**config.mk**
```make
export PLATFORM = sky130hd
export DESIGN_NAME = dog_img
export DESIGN_NICKNAME = d
export VERILOG_FILES = /design/src/rtl/dog_img.sv
export SDC_FILE = /design/constraint.sdc
export NUM_CORES = 1
export LEC_CHECK = 0
export CORE_UTILIZATION = 45
export CTS_CLUSTER_SIZE = 24
export DETAILED_ROUTE_END_ITERATION = 8
export PLACE_DENSITY = 0.8
export SLEW_MARGIN = 40
export SYNTH_ARGS = -nofsm -noshare
export SYNTH_HDL_FRONTEND = slang
export SYNTH_SLANG_ARGS = --single-unit
```
**constraint.sdc**
```tcl
create_clock -name clk_in -period 1.7 [get_ports clk_in]
set_input_delay 0.17 -clock clk_in [delete_from_list [all_inputs] [get_ports clk_in]]
set_output_delay 0.17 -clock clk_in [all_outputs]
set_load 0.05 [all_outputs]
```
**src/rtl/dog_img.sv**
```systemverilog
// dog_img: Difference-of-Gaussians stage for the SIFT pipeline.
// Streams two same-octave blurred images (A = lower sigma, B = higher sigma)
// out of BRAM in lockstep and writes the signed difference A-B, one pixel per
// clock, into the DoG BRAM.  Start/done and external-BRAM ports match the
// blur stage.
// Optional feature macro: DOG_STATS_EN adds max_abs_out / max_abs_addr_out,
// the largest |A-B| of the pass and the first address where it occurred.
module dog_img #(
  parameter int BIT_DEPTH    = 8,
  parameter int WIDTH        = 64,
  parameter int HEIGHT       = 64,
  parameter int READ_LATENCY = 2,
  localparam int AW          = $clog2(WIDTH * HEIGHT)
) (
  input  logic                 clk_in,
  input  logic                 rst_in,
  input  logic                 start_in,
  output logic [AW-1:0]        ext_read_addr,
  output logic                 ext_read_addr_valid,
  input  logic [BIT_DEPTH-1:0] ext_pixel_a_in,
  input  logic [BIT_DEPTH-1:0] ext_pixel_b_in,
  output logic [AW-1:0]        ext_write_addr,
  output logic                 ext_write_valid,
  output logic [BIT_DEPTH:0]   ext_pixel_out,
  output logic                 busy_out,
  output logic                 dog_done
`ifdef DOG_STATS_EN
  ,
  output logic [BIT_DEPTH-1:0] max_abs_out,
  output logic [AW-1:0]        max_abs_addr_out
`endif
);

  localparam logic [AW-1:0] LAST_ADDR = AW'(WIDTH * HEIGHT - 1);

  typedef enum logic [1:0] {
    IDLE,
    READ,
    DRAIN,
    DONE
  } state_t;

  state_t          state, state_next;
  logic [AW-1:0]   read_addr_next;
  logic            read_valid_next;
  logic            busy_next;
  logic            done_next;
  logic            start_accept;

  // Read-side pipeline: address/valid delayed to line up with BRAM data.
  logic [READ_LATENCY-1:0] vld_sr;
  logic [AW-1:0]           addr_sr [READ_LATENCY];

  // Zero-extended subtraction; range is +/-(2^BIT_DEPTH-1), so it cannot overflow.
  logic [BIT_DEPTH:0] diff;
  assign diff = {1'b0, ext_pixel_a_in} - {1'b0, ext_pixel_b_in};

  // A start is only honoured from IDLE; while busy it is ignored.
  assign start_accept = (state == IDLE) && start_in;

  // Next-state and next control-output logic.
  always_comb begin
    // NOTE: every signal written here gets a default first, so no path can
    // leave one unassigned and infer a latch.
    state_next      = state;
    read_addr_next  = ext_read_addr;
    read_valid_next = ext_read_addr_valid;
    busy_next       = busy_out;
    done_next       = dog_done;
    unique case (state)
      IDLE: begin
        if (start_in) begin
          state_next      = READ;
          read_addr_next  = '0;
          read_valid_next = 1'b1;
          busy_next       = 1'b1;
          done_next       = 1'b0;
        end
      end
      READ: begin
        // The counter parks on the last address rather than wrapping.
        if (ext_read_addr == LAST_ADDR) begin
          read_valid_next = 1'b0;
          state_next      = DRAIN;
        end else begin
          read_addr_next = ext_read_addr + AW'(1);
        end
      end
      DRAIN: begin
        // Pipeline empty while the final write is on the port: done next cycle.
        if (!(|vld_sr) && ext_write_valid) begin
          state_next = DONE;
          busy_next  = 1'b0;
          done_next  = 1'b1;
        end
      end
      DONE: begin
        state_next = IDLE;
      end
      default: state_next = IDLE;
    endcase
  end

  // State register and registered control outputs.
  always_ff @(posedge clk_in) begin
    if (!rst_in) begin
      state               <= IDLE;
      ext_read_addr       <= '0;
      ext_read_addr_valid <= 1'b0;
      busy_out            <= 1'b0;
      dog_done            <= 1'b0;
    end else begin
      // NOTE: non-blocking assignments so every register samples the values
      // from before this edge, independent of statement order.
      state               <= state_next;
      ext_read_addr       <= read_addr_next;
      ext_read_addr_valid <= read_valid_next;
      busy_out            <= busy_next;
      dog_done            <= done_next;
    end
  end

  // Delay address/valid by the BRAM read latency.
  always_ff @(posedge clk_in) begin
    if (!rst_in) begin
      // NOTE: the address pipe is a handful of flops, not a RAM, so it is
      // cleared along with the valid bits; clearing valids alone is what
      // guarantees no write escapes after a mid-pass reset.
      vld_sr <= '0;
      for (int i = 0; i < READ_LATENCY; i++) addr_sr[i] <= '0;
    end else begin
      vld_sr[0]  <= ext_read_addr_valid;
      addr_sr[0] <= ext_read_addr;
      for (int i = 1; i < READ_LATENCY; i++) begin
        vld_sr[i]  <= vld_sr[i-1];
        addr_sr[i] <= addr_sr[i-1];
      end
    end
  end

  // Write stage: register the difference when BRAM data is valid.
  always_ff @(posedge clk_in) begin
    if (!rst_in) begin
      ext_write_valid <= 1'b0;
      ext_write_addr  <= '0;
      ext_pixel_out   <= '0;
    end else begin
      ext_write_valid <= vld_sr[READ_LATENCY-1];
      if (vld_sr[READ_LATENCY-1]) begin
        ext_write_addr <= addr_sr[READ_LATENCY-1];
        ext_pixel_out  <= diff;
      end
    end
  end

`ifdef DOG_STATS_EN
  // |A-B| fits in BIT_DEPTH bits: subtract the smaller from the larger.
  logic [BIT_DEPTH-1:0] abs_diff;
  assign abs_diff = diff[BIT_DEPTH] ? (ext_pixel_b_in - ext_pixel_a_in)
                                    : (ext_pixel_a_in - ext_pixel_b_in);

  // Track the largest |A-B|; strict compare keeps the first address on ties.
  always_ff @(posedge clk_in) begin
    if (!rst_in) begin
      max_abs_out      <= '0;
      max_abs_addr_out <= '0;
    end else if (start_accept) begin
      max_abs_out      <= '0;
      max_abs_addr_out <= '0;
    end else if (vld_sr[READ_LATENCY-1] && (abs_diff > max_abs_out)) begin
      max_abs_out      <= abs_diff;
      max_abs_addr_out <= addr_sr[READ_LATENCY-1];
    end
  end
`else
  logic unused_start_accept;
  assign unused_start_accept = start_accept;
`endif

endmodule

```
# Word-level counts from Yosys, hierarchy flattened
# Memory sizes are Yosys's and may differ from the RTL's. A register that Yosys moved wholly into a read port is not among the register bits.
# Cells that the tools add are included.
[totals]
ff_bits = 29
ram_bits = 24
out_inout_bits = 37
elab_cells = 51
mem_count = 1
[classes]
n_addsub = 2
eq_ne = 8
n_mux = 19
n_bitwise = 2
reduce_logical = 11
[mem_list]
columns = ["name", "words", "width", "read_ports", "rd_ports_with_merged_regs", "write_ports", "line", "rtl"]
rows = [
  ["addr_sr", 2, 12, 2, 1, 2, "52", "logic [AW-1:0] addr_sr [READ_LATENCY];"],
]
[op_table]
columns = ["op", "count"]
rows = [
  ["$mux W12", 4],
  ["$pmux W12 S2", 1],
  ["$add A12 B1 Y12 const B", 1],
  ["$eq A12 B12 Y1 const B", 1],
  ["$reduce_and A3 Y1", 4],
  ["$sub A8 B8 Y9", 1],
  ["$ne A2 B2 Y1 const B", 4],
  ["$pmux W2 S4", 1],
  ["$mux W1", 7],
  ["$mux W2", 3],
  ["$pmux W1 S2", 3],
  ["$eq A2 B2 Y1 const B", 2],
  ["$reduce_bool A2 Y1", 2],
  ["$eq A2 B1 Y1 const B", 1],
  ["$logic_not A1 Y1", 2],
  ["$logic_not A2 Y1", 1],
  ["$or A1 B1 Y1", 2],
  ["$reduce_or A2 Y1", 1],
  ["$logic_and A1 B1 Y1", 1],
]

# Logic depth before layout (Yosys ltp)
# Gate-level depths: netlist of run 1.
[logic_depth]
depth_word = 5
mapped_depth = 8
mapped_depth_nobuf = 8

# Least setup slack after synthesis of run 1
# OpenSTA, ideal clock, no wires.
[synth_timing]
path_type = "register -> register"
startpoint = "register ext_read_addr[1]"
endpoint = "register ext_read_addr[5]"
setup_ns = 0.092
arrival_ns = 2.047
required_time_ns = 1.608
path_slack_ns = -0.439
path_stages_with_launch = 8
n_path_buf = 1
cell_sequence = "dfxtp_1 > ha_1 > nand3_2 > nor4_4 > or2_2 > buf_4 > a21oi_1 > o32ai_1"
[synth_between]
elab_chain_len = 3
[synth_rtl]
columns = ["element", "line", "rtl"]
rows = [
  ["start: declaration", "18", "output logic [AW-1:0] ext_read_addr,"],
  ["start signal: assignment", "116", "ext_read_addr <= read_addr_next;"],
  ["$add A12 B1 Y12 or $eq A12 B12 Y1 (tied branches)", "86, 82", ""],
  ["$mux W12 or $ne A2 B2 Y1 (tied branches)", "n/a", ""],
  ["$pmux W12 S2 or $reduce_and A3 Y1 (tied branches)", "n/a", ""],
]
# Several ways; a longest one is shown, not always the timed one. The select of a mux whose other input is x is not followed.
# A chain may end at the register's enable or synchronous reset.

# Worst setup path after layout of run 1
[layout_timing]
startpoint = "register state[1]"
endpoint = "register ext_read_addr[3]"
[layout_between]
elab_chain_len = 3
[layout_rtl]
columns = ["element", "line", "rtl"]
rows = [
  ["start: declaration", "43", "state_t state, state_next;"],
  ["start signal: assignment", "115", "state <= state_next;"],
  ["$eq A2 B1 Y1 or $logic_not A2 Y1 (tied branches)", "70", "unique case (state)"],
  ["$ne A2 B2 Y1 (no source line) or $reduce_bool A2 Y1 (tied branches)", "n/a", ""],
  ["$reduce_and A3 Y1 (no source line)", "n/a", ""],
]
# Several ways; a longest one is shown, not always the timed one.

==> impl_metrics.py, run 1 <==
metrics = {
    "logic_synthesis": {
        "netlist_area_sq_um": 2700,
        "yosysUniqueCellTypes": 51,
        "synth_cells": 286,
        "synth_top_area_cell": "dfxtp_1",
        "syn_nets": 318,
        "seq_area_frac_synth": 0.483,
        "yosys-top-cells-area": "dfxtp_1, mux2i_1, ha_1",
        "synthArstFlopShare": 0,
        "synth_ff_type": "dfxtp_1",
        "yosys_warnings": 0,
        "synth_edf_count": 0,
        "yosysTopAreaCellShare": 0.483,
        "avgSynthCellArea_sq_um": 9.42,
        "synth_seq_cells": 65,
    },
    "routing": {
        "wire_per_inst_microns": 13.8,
        "wirelength_microns": 6270,
        "postRouteAntennaNets": 0,
        "route.detailed.drc": 0,
        "vias_per_cell": 5.12,
        "first_iter_violations": 124,
        "via_count": 2330,
        "drt_pass1_iterations": 5,
    },
    "layout": {
        "layout_commonest_cell": "buf_4",
        "diodes": 0,
        "nFillCells": 420,
        "ff_latch_area_sq_um": 1330,
        "nets": 410,
        "syn_to_final_growth_pct": 45.7,
        "drive_above_1_share": 0.295,
        "utilization": 0.696,
        "multi_input_area_sq_um": 1410,
        "final_cell_mix": "buf_4, dfxtp_1, nor2_1",
    },
    "floorplan": {
        "die_h_microns": 79.4,
        "core_area_sq_um": 5640,
        "row_count": 27,
        "start_util": 0.478,
        "boundaryPins": 56,
        "dieArea_sq_um": 6300,
        "die_w_microns": 79.4,
    },
    "worst_setup_path": {
        "ff2ff_path_depth": 7,
        "rr_startpoint": "state[1]",
        "cp.arrival_ns": 2.00,
        "cp.required_ns": 1.97,
        "crit_fanout": 5,
        "setup.worst_path.start": "state[1]",
        "crit_type": "register to register",
        "start_kind": "register",
        "worst_setup_path_end_kind": "register",
    },
    "clock_network": {
        "clkSinkCount": 65,
        "htreeDepth": 3,
        "cts_made_buffers": 9,
        "cts_tree": "yes",
        "cts_buffer_depth": 2,
        "clk_pin_slew_ns": 0.07,
        "clock-root-buffer": "clkbuf_8",
        "clock_latency_ns": 0.35,
    },
    "sta": {
        "fin_crit_ns": 1.73,
        "setup_slack_ns": -0.0301,
        "worstMarginPinSlew_ns": 0.514,
        "timing.fmax_mhz": 578,
        "drv_slew": 0,
        "slew_headroom": 0.657,
        "skew_ns": 0.00591,
        "setup_violations": 3,
        "rsz0062_at_grt": "true",
        "timing_hold_violations_final": 0,
        "period_share": 1.02,
    },
    "flow_run": {
        "drv_cap": 0,
    },
    "worst_hold_path": {
        "hold_start": "ext_pixel_a_in[0]",
        "hold_class": "input port to register",
        "worstHoldPathCells": 4,
    },
    "placement": {
        "portBuffers": 55,
        "place.gp.congestion": 0.831,
        "hpwl_microns": 4330,
    },
    "grt": {
        "antenna_found_initial": 0,
        "track_usage": 0.210,
        "first_global_vias": 2196,
        "grt_pass1_wl_microns": 10000,
        "grt.overflow.total": 0,
        "grt_max_degree": 34,
    },
    "pwr": {
        "finalPower_mw": 4.39,
        "ir_drop_uv": 752,
        "cellPowerDensity_nw_per_um2": 1120,
        "leakagePower_nw": 1.78,
    },
    "run_status": {
        "failed_checks": "setup timing",
        "outcome": "finished with violations",
    },
}
## layout make-up
| type | count | share of cell area |
|---|---|---|
| clock buffers | 13 | 0.0459 |
| clock inverters | 3 | 0.00510 |
| inverters | 21 | 0.0214 |
| multi-input cells | 189 | 0.358 |
| flip-flops and latches | 65 | 0.339 |
| well taps | 72 | 0.0229 |
| repair buffers | 92 | 0.207 |
## stage by stage
stage                     setup slack, ns  cell area (sq um)  TNS (ns)  cells  hold slack, ns
after CTS                        -0.00411               3840  -0.00411    454           0.360
after global routing              -0.0794               3930    -0.330    455           0.380
after global placement             -0.404               3560     -1.69    437           0.415
final                             -0.0301               3930   -0.0664    455           0.368
after floorplan                   -0.0824               2750    -0.203    286           0.320
after detailed placement           -0.470               3560     -2.65    437           0.417
## sequential cells by signal, summed over array words and instances (netlist names)
register,cells
addr_sr,24
ext_read_addr,12
ext_write_addr,12
ext_pixel_out,9
state,2
vld_sr,2
busy_out,1
dog_done,1
ext_read_addr_valid,1
ext_write_valid,1
## synth_stat cells (all sizes together) (2+ instances only)
cell type  number
dfxtp          65
nor2           32
and2           22
inv            21
a21oi          16
mux2i          16
nand2          16
ha             12
nand3          10
o21ai           7
buf             6
clkbuf          5
or4             5
xnor2           5
nand4           4
nor4            4
a211oi          3
o21a            3
a22o            2
nand3b          2
nor2b           2
nor3            2
o22ai           2
o31a            2
o31ai           2
or3             2
or3b            2
## logic make-up after synthesis
family / count (synthesis) / share of synthesized area
AND/OR/NAND/NOR: 108 / 0.218
flip-flops: 65 / 0.483
AO/OA/AOI/OAI: 46 / 0.110
buffers and inverters: 32 / 0.0469
multiplexers: 16 / 0.0594
adder cells (fa/ha/maj): 13 / 0.0631
XOR/XNOR: 6 / 0.0195
## final timing paths
kind              slack (ns)                to
setup / recovery       -0.03  ext_read_addr[3]
setup reg to reg       -0.03  ext_read_addr[3]
hold reg to reg         0.43     addr_sr[1][7]
hold / removal          0.37  ext_pixel_out[0]
## report_power, final
part	switching, mW	total, mW	internal [mW]
logic	0.779	1.42	0.642
registers	0.0677	1.69	1.62
clock network	0.580	1.28	0.699
## layer usage
metal	routed length (microns)	share of wire	up-vias	global-route usage
li1	-	-	1168	-
met1	2670	0.43	1090	0.238
met2	3200	0.51	63	0.366
met3	319	0.051	9	0.0686
met4	78	0.012	0	0.0782
met5	0	0	-	0
## worst max-delay path, cell delays in order (launching register included)
cell and delay, ns:
dfxtp_2 0.35, inv_4 0.05, ha_4 0.17, nand2_4 0.07
nor4_4 0.05, or3b_4 0.43, or4_4 0.44, o21ai_2 0.07
## what timing repair did
item | 4_1_cts | 5_1_grt
resized for setup | 20 | 21
buffers inserted | 1 | 1
hold buffers | 0 | 0
endpoints found under the setup margin | 13 | 22
pin swaps | 3 | 5
Note: power is estimated with default switching activity, not from simulation.
==> run 2, diff against run 1 <==
--- a/config.mk
+++ b/config.mk
@@ -5,10 +5,11 @@
 export SDC_FILE = /design/constraint.sdc
 export NUM_CORES = 1
 export LEC_CHECK = 0
-export CORE_UTILIZATION = 45
+export CORE_UTILIZATION = 30
 export CTS_CLUSTER_SIZE = 24
 export DETAILED_ROUTE_END_ITERATION = 8
-export PLACE_DENSITY = 0.8
+export PLACE_DENSITY = 0.59
+export SETUP_SLACK_MARGIN = 0.5
 export SLEW_MARGIN = 40
 export SYNTH_ARGS = -nofsm -noshare
 export SYNTH_HDL_FRONTEND = slang
==> run 2 against run 1 <==
  * The flow now finishes without violations
  * Combinational power up 13%
  * Wire length up 1.5%
  * Clock power up 7%
  * First-iteration DRC count down 15%
  * Sequential share of layout area down 0.78 points
  * Clock skew down 0.00068 ns
  * Die area up 49%
  * Fmax up 2.5%
  * Register-to-register slack better by 0.04 ns
  * Utilization down 23 points
  * Critical endpoint is now ext_read_addr[5]
  * Largest power group unchanged
==> impl_metrics.py, run 2 (same netlist as run 1, synthesis figures left out) <==
metrics = {
    "clock_network": {
        "clkSinkCount": 65,
        "clock-root-buffer": "clkbuf_8",
        "htreeDepth": 3,
        "clock_latency_ns": 0.34,
        "cts_tree": "yes",
        "cts_buffer_depth": 2,
        "clk_pin_slew_ns": 0.07,
        "cts_made_buffers": 9,
        "cts_hold_buf": 0,
    },
    "worst_setup_path": {
        "cp.arrival_ns": 1.91,
        "crit_chain": "inv_4 > ha_4 > buf_4 > buf_6 > o21bai_4 > or2_4 > a21oi_1 > o32ai_1",
        "crit_type": "register to register",
        "worst_setup_path_end_kind": "register",
        "critPathBufInv": 3,
        "slowest_delay_ns": 0.36,
        "crit_fanout": 9,
        "start_kind": "register",
        "cp.required_ns": 1.92,
        "cp_top_family": "compound AO/OA/AOI/OAI gates",
        "crit_slowest_cell": "dfxtp_2",
    },
    "sta": {
        "timing_hold_violations_final": 0,
        "worstMarginPinSlew_ns": 0.345,
        "fin_setup_tns_ns": 0,
        "rsz0062_at_grt": "true",
        "slew_headroom": 0.767,
        "whs_ns": 0.115,
        "fin_crit_ns": 1.69,
        "timing.fmax_mhz": 593,
        "setup_slack_ns": 0.0128,
        "skew_ns": 0.00523,
        "period_share": 0.992,
        "setup_violations": 0,
        "drv_slew": 0,
    },
    "floorplan": {
        "dieArea_sq_um": 9370,
        "core_area_sq_um": 8720,
        "die_h_microns": 96.8,
        "boundaryPins": 56,
        "start_util": 0.309,
        "die_w_microns": 96.8,
        "row_count": 34,
    },
    "placement": {
        "dp_slack_ns": -0.473,
        "portBuffers": 55,
        "place.gp.congestion": 0.855,
        "hpwl_microns": 4460,
    },
    "layout": {
        "largestRegisters": "addr_sr x24, ext_read_addr x12, ext_write_addr x12",
        "final_cell_mix": "dfxtp_1, buf_4, nor2_1",
        "layout_commonest_cell": "dfxtp_1",
        "syn_to_final_growth_pct": 51.8,
        "largest_reg_flops": 24,
        "largest-register": "addr_sr",
        "nets": 407,
        "diodes": 0,
        "drive_above_1_share": 0.430,
        "utilization": 0.469,
    },
    "worst_hold_path": {
        "hold_class": "input port to register",
    },
    "routing": {
        "wire_per_inst_microns": 13.1,
        "via_count": 2287,
        "vias_per_cell": 4.70,
        "wirelength_microns": 6360,
        "drt_pass1_iterations": 4,
        "route.detailed.drc": 0,
        "postRouteAntennaNets": 0,
        "first_iter_violations": 105,
    },
    "grt": {
        "track_usage": 0.139,
        "antenna_found_initial": 0,
        "grt_max_degree": 34,
        "grt.overflow.total": 0,
        "grt_pass1_wl_microns": 10400,
        "first_global_vias": 2214,
    },
    "pwr": {
        "leakagePower_nw": 1.69,
        "ir_drop_uv": 753,
        "cellPowerDensity_nw_per_um2": 1140,
    },
    "run_status": {
        "outcome": "completed",
    },
    "flow_run": {
        "drv_cap": 0,
    },
}
-- run 2: cell types whose count changed in the layout (fill, tap and decap cells not counted), moves of 9 or more --
cell,delta
clkdlybuf4s50_1,-26
buf_2,+21
buf_4,-16
buf_6,+15
a21oi_1,-9
dfxtp_4,+9
dlymetal6s2s_1,-9
inv_1,-9
-- run 2: through the flow --
step,std cells,cell area (sq um),total power [mW]
6_report,487,4090,4.66
5_1_grt,487,4090,4.92
4_1_cts,485,3960,4.57
3_5_place_dp,465,3710,3.00
3_3_place_gp,465,3710,2.98
2_1_floorplan,286,2900,2.60
-- run 2: final timing paths --
check	slack, ns	endpoint	startpoint	cells after the start
min	0.12	ext_pixel_out[0]	ext_pixel_b_in[0]	3
max	0.01	ext_read_addr[5]	state[1]	8
min reg2reg	0.43	addr_sr[1][3]	addr_sr[0][3]	1
max reg2reg	0.01	ext_read_addr[5]	state[1]	8
-- run 2: final cells by class --
cell class	count	area [sq um]
fill	806	4630
multi-input combinational	189	1560
sequential	65	1360
timing repair buffer	89	729
clock buffer	11	163
tap	108	135
inverter	21	98.8
clock inverter	4	48.8
-- run 2: timing repair --
item / in CTS / in global routing
setup buffers: 5 / 2
setup endpoints to repair: 48 / 24
pin swaps: 22 / 6
gates resized for setup: 169 / 28
-- run 2: report_power, final --
group	total [mW]	switching (mW)	internal, mW	leakage (nW)
sequential	1.68	0.0793	1.60	0.537
combinational	1.61	0.838	0.776	1.05
clock	1.37	0.569	0.796	0.107
-- run 2: worst min-delay path: cells and delay by family --
| kind | cells | cell delay [ns] |
|---|---|---|
| compound gates | 1 | 0.06 |
| fa+ha+maj | 1 | 0.11 |
| buf+inv | 1 | 0.07 |
-- run 2: layer usage --
| metal | wire length, microns | part of all wire | GRT usage |
|---|---|---|---|
| met5 | 0 | 0 | 0 |
| met2 | 3140 | 0.49 | 0.226 |
| met3 | 264 | 0.042 | 0.0448 |
| met1 | 2850 | 0.45 | 0.165 |
| met4 | 107 | 0.017 | 0.0689 |
==> run 3, diff against run 2 <==
--- a/config.mk
+++ b/config.mk
@@ -8,7 +8,7 @@
 export CORE_UTILIZATION = 30
 export CTS_CLUSTER_SIZE = 24
 export DETAILED_ROUTE_END_ITERATION = 8
-export PLACE_DENSITY = 0.59
+export PLACE_DENSITY = 0.58
 export SETUP_SLACK_MARGIN = 0.5
 export SLEW_MARGIN = 40
 export SYNTH_ARGS = -nofsm -noshare
==> constraint.sdc (replaced) <==
create_clock -name clk_in -period 1.9 [get_ports clk_in]
set_input_delay 0.19 -clock clk_in [delete_from_list [all_inputs] [get_ports clk_in]]
set_output_delay 0.19 -clock clk_in [all_outputs]
set_load 0.05 [all_outputs]
==> run 3 against run 2 <==
  * Global-route usage grew 1.1 points
  * First-iteration DRC count shrank 20%
  * Clock skew grew 0.0032 ns
  * Cell count grew 1.8%
  * Design area grew 1.1%
  * Largest cell class unchanged
==> impl_metrics.py, run 3 (same netlist as run 1, synthesis figures left out) <==
metrics = {
    "floorplan": {
        "die_w_microns": 96.8,
        "die_h_microns": 96.8,
        "dieArea_sq_um": 9370,
        "start_util": 0.309,
        "row_count": 34,
        "boundaryPins": 56,
        "core_area_sq_um": 8720,
    },
    "sta": {
        "whs_ns": 0.131,
        "fin_crit_ns": 1.69,
        "setup_violations": 0,
        "skew_ns": 0.00842,
        "timing_hold_violations_final": 0,
        "worstMarginPinSlew_ns": 0.300,
        "period_share": 0.888,
        "drv_slew": 0,
        "timing.fmax_mhz": 593,
        "slew_headroom": 0.800,
        "rsz0062_at_grt": "true",
    },
    "layout": {
        "nets": 415,
        "diodes": 0,
        "layout.cells.non_filler": 496,
        "final_cell_mix": "dfxtp_1, buf_4, nor2_1",
        "nFillCells": 833,
        "stdcell_area_sq_um": 4130,
        "utilization": 0.474,
        "syn_to_final_growth_pct": 53.4,
        "largest-register": "addr_sr",
        "drive_above_1_share": 0.428,
        "largest_reg_flops": 24,
        "layout_commonest_cell": "dfxtp_1",
        "largestRegisters": "addr_sr x24, ext_read_addr x12, ext_write_addr x12",
    },
    "pwr": {
        "switching_share": 0.340,
        "p_int_mw": 2.63,
        "leakagePower_nw": 1.68,
        "cellPowerDensity_nw_per_um2": 966,
        "p_clk_frac": 0.282,
        "p_seq_frac": 0.374,
        "p_switching_mw": 1.36,
        "ir_drop_uv": 600,
        "pwr-share-comb": 0.343,
    },
    "clock_network": {
        "htreeDepth": 3,
        "cts_made_buffers": 9,
        "cts_hold_buf": 0,
        "clkSinkCount": 65,
        "clock_latency_ns": 0.34,
        "cts_tree": "yes",
        "clock-root-buffer": "clkbuf_8",
        "clk_pin_slew_ns": 0.08,
        "cts_buffer_depth": 2,
    },
    "routing": {
        "drt_pass1_iterations": 5,
        "wire_per_inst_microns": 13.3,
        "first_iter_violations": 84,
        "wirelength_microns": 6590,
        "vias_per_cell": 4.67,
        "via_count": 2316,
        "postRouteAntennaNets": 0,
        "route.detailed.drc": 0,
    },
    "worst_setup_path": {
        "start_kind": "register",
        "cp.required_ns": 2.16,
        "crit_fanout": 6,
        "cp.arrival_ns": 1.94,
        "crit_type": "register to register",
        "crit_chain": "inv_4 > ha_4 > nor2b_4 > or3b_4 > or4_1 > o31ai_1",
        "crit_slowest_cell": "or3b_4",
        "slowest_delay_ns": 0.43,
        "worst_setup_path_end_kind": "register",
    },
    "grt": {
        "grt_pass1_wl_microns": 11300,
        "first_global_vias": 2352,
        "grt_max_degree": 34,
        "antenna_found_initial": 0,
        "track_usage": 0.150,
        "grt.overflow.total": 0,
    },
    "placement": {
        "portBuffers": 55,
        "placed_area_sq_um": 3610,
        "place.gp.congestion": 0.817,
        "hpwl_microns": 4290,
        "dp_cells": 454,
    },
    "flow_run": {
        "drv_cap": 0,
    },
    "run_status": {
        "outcome": "completed",
    },
    "worst_hold_path": {
        "hold_class": "input port to register",
    },
}
run 3: cell count changes in the layout (fill, tap and decap cells not counted), sizes merged, moves of 5 or more:
cell / change
clkdlybuf4s15: +18
clkbuf: +19
clkdlybuf4s50: +5
buf: -31
dlygate4sd2: -6
run 3: metrics by stage:
step           power [mW]  worst slack [ns]  setup TNS (ns)
2_1_floorplan        2.31             0.120               0
3_3_place_gp         2.59            -0.275          -0.634
3_5_place_dp         2.60            -0.314          -0.747
4_1_cts              3.92             0.209               0
5_1_grt              4.23             0.111               0
6_report             3.99             0.214               0
run 3: cell type report:
cell class / instances / area, sq um / area share
sequential: 65 / 1360 / 0.328
multi-input combinational: 189 / 1550 / 0.375
clock buffer: 10 / 149 / 0.0360
inverter: 21 / 92.6 / 0.0224
timing repair buffer: 97 / 803 / 0.194
clock inverter: 6 / 46.3 / 0.0112
tap: 108 / 135 / 0.0327
run 3: path summary, 6_finish.rpt:
path / cells past startpoint / start / slack [ns] / end
min: 3 / ext_pixel_b_in[0] / 0.13 / ext_pixel_out[0]
max reg2reg: 6 / state[0] / 0.21 / ext_read_addr[6]
max: 6 / state[0] / 0.21 / ext_read_addr[6]
min reg2reg: 1 / addr_sr[0][2] / 0.44 / addr_sr[1][2]
run 3: worst max-delay path, delay by kind of cell, from the launching register on:
family                   cells  cell delay, ns
flip-flops                   1            0.38
AND/OR/NAND/NOR              3            0.96
AO/OA/AOI/OAI                1            0.07
adder cells (fa/ha/maj)      1            0.15
buffers and inverters        1            0.04
run 3: timing repair:
item,in CTS,in global routing
setup buffers,21,5
gates resized for setup,138,50
endpoints found under the setup margin,60,41
pin swaps,21,14
run 3: power by group through the flow:
stage          Combinational [mW]  Clock [mW]  Sequential, mW
2_1_floorplan               0.635           0            1.68
3_3_place_gp                 1.06           0            1.53
3_5_place_dp                 1.07           0            1.53
4_1_cts                      1.26        1.16            1.49
5_1_grt                      1.49        1.23            1.51
6_report                     1.37        1.13            1.49
run 3: per-layer routing:
metal / vias to the layer above / routed length, microns / GRT usage
met2: 52 / 3290 / 0.248
li1: 1179 / - / -
met4: 0 / 42 / 0.0528
met5: - / 0 / 0
met3: 4 / 309 / 0.0527
met1: 1081 / 2950 / 0.180
